File: src/rtl/arb_pkg.sv
// Shared types and constants for the 4-way round-robin arbiter.
// Holds the FSM state encoding, the requester count and the winner-search helper.
package arb_pkg;

    localparam int N_REQ = 4;
    localparam int IDX_W = 2;

    typedef enum logic [1:0] {
        IDLE  = 2'd0,
        GRANT = 2'd1,
        GAP   = 2'd2
    } state_t;

    // First set request at or above ptr, wrapping 3->0; returns ptr when req is empty.
    function automatic logic [IDX_W-1:0] rr_pick(input logic [N_REQ-1:0] req,
                                                 input logic [IDX_W-1:0] ptr);
        logic [IDX_W-1:0] idx;
        rr_pick = ptr;
        for (int k = N_REQ - 1; k >= 0; k--) begin
            idx = ptr + IDX_W'(k);
            if (req[idx]) rr_pick = idx;
        end
    endfunction

endpackage

File: src/rtl/arb_rr4_if.sv
// Request/grant bundle between four requesters and the round-robin arbiter.
interface arb_rr4_if import arb_pkg::*; ();

    logic [N_REQ-1:0] req;
    logic [N_REQ-1:0] grant;
    logic [IDX_W-1:0] grant_idx;
    logic             grant_valid;
    logic             timeout;

    modport master (
        output req,
        input  grant,
        input  grant_idx,
        input  grant_valid,
        input  timeout
    );

    modport slave (
        input  req,
        output grant,
        output grant_idx,
        output grant_valid,
        output timeout
    );

endinterface

File: src/rtl/decoder_2to4.sv
// 2-to-4 one-hot decoder with an enable; output is all-zero when disabled.
module decoder_2to4 (
    input  logic [1:0] sel,
    input  logic       en,
    output logic [3:0] y
);

    assign y = en ? (4'b0001 << sel) : 4'b0000;

endmodule

File: src/rtl/arb_rr4.sv
// Four-requester round-robin arbiter with hold-until-release grants, a one-cycle
// gap between grants and an optional MAX_HOLD limit that forces a release.
module arb_rr4 import arb_pkg::*; #(
    parameter int MAX_HOLD = 16
) (
    input  logic      clk,
    input  logic      rst_n,
    arb_rr4_if.slave  bus
);

    localparam int CNT_W = (MAX_HOLD > 0) ? $clog2(MAX_HOLD + 1) : 1;
    localparam logic [CNT_W-1:0] HOLD_LAST = (MAX_HOLD > 0) ? CNT_W'(MAX_HOLD - 1) : '0;

    // The counter parks at all-ones so an unlimited hold never wraps.
    function automatic logic [CNT_W-1:0] sat_inc(input logic [CNT_W-1:0] v);
        return (v == '1) ? v : v + CNT_W'(1);
    endfunction

    state_t           state, state_nx;
    logic [IDX_W-1:0] ptr, ptr_nx;
    logic [IDX_W-1:0] grant_idx, grant_idx_nx;
    logic [CNT_W-1:0] hold_cnt, hold_nx;
    logic             timeout, timeout_nx;
    logic             grant_valid;
    logic             released;
    logic             expired;

    always_ff @(posedge clk or negedge rst_n) begin
        if (!rst_n) begin
            state     <= IDLE;
            ptr       <= '0;
            grant_idx <= '0;
            hold_cnt  <= '0;
            timeout   <= 1'b0;
        end else begin
            state     <= state_nx;
            ptr       <= ptr_nx;
            grant_idx <= grant_idx_nx;
            hold_cnt  <= hold_nx;
            timeout   <= timeout_nx;
        end
    end

    always_comb begin
        state_nx     = state;
        ptr_nx       = ptr;
        grant_idx_nx = grant_idx;
        hold_nx      = hold_cnt;
        timeout_nx   = 1'b0;
        released     = !bus.req[grant_idx];
        expired      = (MAX_HOLD != 0) && (hold_cnt == HOLD_LAST);

        unique case (state)
            IDLE, GAP: begin
                if (|bus.req) begin
                    state_nx     = GRANT;
                    grant_idx_nx = rr_pick(bus.req, ptr);
                    hold_nx      = '0;
                end else begin
                    state_nx = IDLE;
                end
            end
            GRANT: begin
                // A release on the limit edge wins, so timeout fires only on a forced revoke.
                if (released || expired) begin
                    state_nx   = GAP;
                    ptr_nx     = grant_idx + IDX_W'(1);
                    timeout_nx = !released;
                end else begin
                    hold_nx = sat_inc(hold_cnt);
                end
            end
            default: state_nx = IDLE;
        endcase
    end

    assign grant_valid     = (state == GRANT);
    assign bus.grant_valid = grant_valid;
    assign bus.grant_idx   = grant_idx;
    assign bus.timeout     = timeout;

    decoder_2to4 u_dec (
        .sel (grant_idx),
        .en  (grant_valid),
        .y   (bus.grant)
    );

endmodule

File: src/flat_wrapper.sv
// flat-port wrapper written by rule: the top's interface ports become plain ports
module arb_rr4_flat import arb_pkg::*;
#(
    parameter int MAX_HOLD = 16
)
  (clk, rst_n, bus_req, bus_grant, bus_grant_idx, bus_grant_valid, bus_timeout);
  arb_rr4_if bus_i ();
  input  logic clk;
  input  logic rst_n;
  input wire logic [$bits(bus_i.req)-1:0] bus_req;
  output wire logic [$bits(bus_i.grant)-1:0] bus_grant;
  output wire logic [$bits(bus_i.grant_idx)-1:0] bus_grant_idx;
  output wire logic [$bits(bus_i.grant_valid)-1:0] bus_grant_valid;
  output wire logic [$bits(bus_i.timeout)-1:0] bus_timeout;
  assign bus_i.req = bus_req;
  assign bus_grant = bus_i.grant;
  assign bus_grant_idx = bus_i.grant_idx;
  assign bus_grant_valid = bus_i.grant_valid;
  assign bus_timeout = bus_i.timeout;
  arb_rr4 #(.MAX_HOLD(MAX_HOLD)) u_core (.clk(clk), .rst_n(rst_n), .bus(bus_i));
endmodule
File: config.mk
export PLATFORM = sky130hd
export DESIGN_NAME = arb_rr4_flat
export DESIGN_NICKNAME = d
export VERILOG_FILES = /design/src/rtl/arb_pkg.sv /design/src/rtl/arb_rr4_if.sv /design/src/rtl/decoder_2to4.sv /design/src/rtl/arb_rr4.sv /design/src/flat_wrapper.sv
export SDC_FILE = /design/constraint.sdc
export NUM_CORES = 1
export LEC_CHECK = 0
export ABC_AREA = 1
export CORE_MARGIN = 5
export CORE_UTILIZATION = 55
export CTS_BUF_LIST = sky130_fd_sc_hd__clkbuf_2 sky130_fd_sc_hd__clkbuf_4 sky130_fd_sc_hd__clkbuf_8
export DETAILED_ROUTE_END_ITERATION = 6
export GPL_ROUTABILITY_DRIVEN = 1
export GPL_TIMING_DRIVEN = 0
export PLACE_DENSITY = 0.8
export SYNTH_ARGS = -nofsm -noshare
export SYNTH_HDL_FRONTEND = slang
export SYNTH_SLANG_ARGS = --single-unit
export TNS_END_PERCENT = 30
File: constraint.sdc
create_clock -name clk -period 1.8 [get_ports clk]
set_input_delay 0.27 -clock clk [delete_from_list [all_inputs] [get_ports clk]]
set_output_delay 0.27 -clock clk [all_outputs]
set_load 0.005 [all_outputs]
# == After elaboration in Yosys (flattened, before gate mapping) ==
# Index checks and enable logic that the tools add are counted.
# word_totals
reg_bits,12
input_bits,6
out_inout_bits,8
# op_classes
n_eq_ne,8
n_mux,24
reduce_logical,9
addsub,5
n_shift,1
order_cmp,5
# op_table
cell,count
2-bit by 3-bit < comparator with 1-bit output (second input constant),5
5-bit two-way mux,3
1-bit binary-select mux with 2-bit select,5
2-bit two-way mux,5
5-bit case mux with 2 select lines,1
1-bit two-way mux,8
5-bit by 1-bit adder with 5-bit output (second input constant),1
5-bit by 4-bit equality test with 1-bit output (second input constant),1
5-bit equality test (second input constant),1
2-bit by 1-bit adder with 2-bit output (second input constant),2
2-bit adder (second input constant),2
4-bit two-way mux,1
2-bit by 1-bit inequality test with 1-bit output (second input constant),2
2-bit inequality test (second input constant),2
2-bit case mux with 2 select lines,1
2-bit AND reduction,2
4-bit AND reduction,1
4-bit OR reduction,1
1-bit by 2-bit left shift with 4-bit output (first input constant),1
2-bit by 1-bit equality test with 1-bit output (second input constant),1
2-bit equality test (second input constant),1
2-bit zero test,1
2-bit nonzero test,1
2-bit OR reduction,1
other kinds (2),2

# == Longest topological paths before layout ==
# depth
ltp_word,7
ltp_mapped,11
depth_no_buf,11

# == Hierarchy ==
# A second synthesis with hierarchy kept.
# hier_totals
cells_unflattened,127
hier_area_um2,873.3
# by_module_without_submodules
mod,area_per_inst_um2,n_inst,cells_per_inst,seq_area_each_um2
arb_rr4,843.3,1,119,300.3
decoder_2to4,30.0,1,8,0.0

# == Least setup slack after synthesis ==
# Ideal clock, no wire load.
# synth_path
path_kind,flip-flop to flip-flop
startpoint,reg u_core.hold_cnt[0]
endpoint,reg u_core.hold_cnt[0]
t_arrival_ns,1.305
setup_slack_ns,0.378
n_path_buf,0
stages_incl_launch_ff,11
period_less_slack_ns,1.422
setup_time_ns,0.117
t_required_ns,1.683
path_cell_list,dfrtp_1 ha_1 nand2_1 nor2_1 ha_1 inv_1 nand2_4 nand2_8 nand3_4 nand2_1 nand2_1
# synth_via
elab_chain_len,4
# synth_lines
element,line,text
"start, declared",arb_rr4.sv:22,"logic [CNT_W-1:0] hold_cnt, hold_nx;"
"start signal, assigned",arb_rr4.sv:39,hold_cnt <= hold_nx;
5-bit by 1-bit adder with 5-bit output or 5-bit by 4-bit equality test with 1-bit output (tied branches),"arb_rr4.sv:16, arb_rr4.sv:51",
5-bit two-way mux or 1-bit logical OR (tied branches),"arb_rr4.sv:16, arb_rr4.sv:65",
5-bit two-way mux or 2-bit inequality test (tied branches),n/a,
5-bit case mux with 2 select lines or 4-bit AND reduction (tied branches),n/a,
# Several ways; a longest one is shown, not always the timed one. The select of a mux whose other input is x is not followed.
# A chain may end at the register's enable or synchronous reset.

# == Worst setup path after layout ==
# layout_path
startpoint,reg u_core.state[0]
endpoint,out bus_grant_valid
# layout_via
elab_chain_len,1
# layout_lines
element,line,text
"start, declared",arb_rr4.sv:19,"state_t state, state_nx;"
"start signal, assigned",arb_rr4.sv:36,state <= state_nx;
2-bit by 1-bit equality test with 1-bit output,arb_rr4.sv:77,assign grant_valid = (state == GRANT);
"end, declared",flat_wrapper.sv:13,output wire logic [$bits(bus_i.grant_valid)-1:0] bus_grant_valid;
# No other way between the ends.

==> summary.txt <==
reg2reg end - u_core.hold_cnt[1]$_DFFE_PN0P_
Worst Path Arrival - 1450 ps
vias in the first global route - 922
r2r setup slk - 230 ps
nets@finish - 175
number of fill cells - 133
synthesized flop and latch total - 12
Area Overhead vs Synth - 24.5%
largest net degree at the start of global routing - 13
status - completed
Num CTS Buffers - 3
number of H-tree levels - 1
RR Startpoint - u_core.hold_cnt[0]$_DFFE_PN0P_
drt first pass iters - 4
Sw Pwr - 0.000942 W
# DRC - 0
die area - 2670 sq um
Min Hold Slack - 342 ps
most frequent cells in the layout - 48 x nand2_1, 17 x inv_1, 12 x nand3_1
met1 usage - 0.227
CTS root buffer - clkbuf_4
PortBufs - 13
final wirelength - 2130 um
clock power share - 0.110
total number of vias - 943
Routed Antenna Nets - 0
Fin. Hold Viols - 0
met3 track demand over resource - 0.0344
die height - 51.7 um
Seq. cell area - 303 sq um
Multi-input gate area - 542 sq um
slowest stage delay, CP - 490 ps
commonest non-fill, non-tap cell in the layout - nand2_1
Slew @ Worst Pin - 552 ps
Final min period - 1720 ps
P_leak - 0.653 nW
gr ovfl total - 0
PwrDens - 1680 nW/um^2
layout cells sized above 1 - 0.168
Sink Count - 12
# rows - 15
first-pass GRT wire length - 3770 um
yosys warns - 0
number of distinct library cells after synthesis - 24
Pint - 0.00106 W
max-slew violation count - 0
max_cap viols - 0
initial cell density of the core - 0.566
Layout Skew - 5.18 ps
post-synthesis sequential area ratio - 0.314
max_slew headroom - 0.631
gr usage total - 0.185
Vias per Instance - 5.30
most used routing layer - met2
slowest cell on the critical path - clkdlybuf4s50_1
final-report setup violation count - 0
Critical Path Start Type - register
r2r worst-path depth - 10
initial antenna violation count - 0
CTS Hold Bufs - 0
Avg WL per Cell - 12.0 um
DP Wirelength - 1630 um
die width - 51.7 um
dpl cells - 168
final worst-path cycle share - 0.955
crit path max fanout - 3
CTS tree - done
antenna fix cells - 0
clk_lat worst skew - 280 ps
worst-path cell chain - inv_2, nor2_4, buf_6, clkdlybuf4s50_1
CTS clk-pin slew, worst paths - 80 ps
Crit Path Category - register to output pin
Mapped Cells - 138
Max Root-Sink Buffers - 2
FMAX - 581 MHz
io pins - 14
Crit path required time - 1530 ps
Non-Filler Instances - 178
sw frac - 0.471
Critical Path Sink Type - output pin
core box area - 1690 sq um
logic gate share of total power - 0.659
Peak supply drop - 0.924 mV
gpl congestion - 0.828
Flop pwr share - 0.232
syn nets - 151
routing usage on met2 - 0.318
synthesized area per cell - 6.93 sq um
synthesized area - 956 sq um
Hold Crit Class - primary input to async pin
initial drt markers - 21
[through the flow]
step / TNS [ps] / utilization / cell area [sq um] / setup slack (ps) / power (W)
after detailed placement: 0 / 0.656 / 1110 / 65.9 / 0.00167
after floorplan: 0 / - / 956 / 378 / 0.00132
after global routing: -3.35 / 0.704 / 1190 / -3.35 / 0.00221
final: 0 / 0.704 / 1190 / 80.3 / 0.00200
after global placement: 0 / 0.656 / 1110 / 125 / 0.00162
after CTS: 0 / 0.689 / 1160 / 11.4 / 0.00193
[worst max-delay path: cells and delay by family (launching register included)]
kind,cells,cell delay (ps)
DFF,1,380
buffers and inverters,3,660
and+or+nand+nor,1,120
[cells in the mapped netlist (all sizes together)]
cell    count  area share
inv        23       0.096
a21oi       1      0.0052
nor2       12       0.055
and2        1      0.0092
o21ai       7       0.041
dfrtp      12        0.31
ha          7       0.092
nand4       6       0.039
nand2      51        0.23
nor3b       1      0.0079
buf         2       0.020
nand3      13       0.081
xor2        1      0.0092
clkinv      1      0.0039
[metal layers]
layer / vias up / share of wire
li1: 482 / -
met1: 429 / 0.43
met2: 28 / 0.51
met3: 4 / 0.040
met4: 0 / 0.020
met5: - / 0
[power groups by stage]
stage / clock network, W / registers (W) / logic (W)
final: 0.000219 / 0.000464 / 0.00132
after global placement: 0 / 0.000471 / 0.00115
after floorplan: 0 / 0.000455 / 0.000866
after CTS: 0.000228 / 0.000462 / 0.00124
after global routing: 0.000245 / 0.000483 / 0.00148
after detailed placement: 0 / 0.000478 / 0.00119
[kinds of logic after synthesis]
family                     share of synthesized area
DFF                                            0.314
AOI/OAI and AO/OA                             0.0458
buffers and inverters                          0.119
and+or+nand+nor                                0.420
xor gates and xnor gates                     0.00916
adders and majority gates                     0.0916
[registers in the layout (all words and copies together), names as in the netlist]
name	flops
u_core.bus.timeout	1
u_core.ptr	2
u_core.state	2
u_core.bus.grant_idx	2
u_core.hold_cnt	5
[layout make-up]
cell class	count	area share
Timing Repair Buffer	19	0.146
Buffer	2	0.0158
Multi-Input combinational cell	100	0.455
Inverter	24	0.0799
Tap cell	17	0.0179
Sequential cell	12	0.254
Clock buffer	4	0.0305
[repair_timing]
action,CTS,global route
pin swaps,1,0
gates resized for setup,6,1
setup endpoints to repair,4,1
setup buffers,3,3
[worst max path at each step]
stage / to / from
6_report: bus_grant_valid / u_core.state[0]$_DFFE_PN0P_
5_1_grt: bus_grant_valid / u_core.state[0]$_DFFE_PN0P_
4_1_cts: bus_grant_valid / u_core.state[0]$_DFFE_PN0P_
3_5_place_dp: bus_grant[0] / u_core.state[0]$_DFFE_PN0P_
3_3_place_gp: bus_grant[3] / u_core.state[0]$_DFFE_PN0P_
2_1_floorplan: u_core.hold_cnt[0]$_DFFE_PN0P_ / u_core.hold_cnt[0]$_DFFE_PN0P_
(Power assumes the default switching activity.)
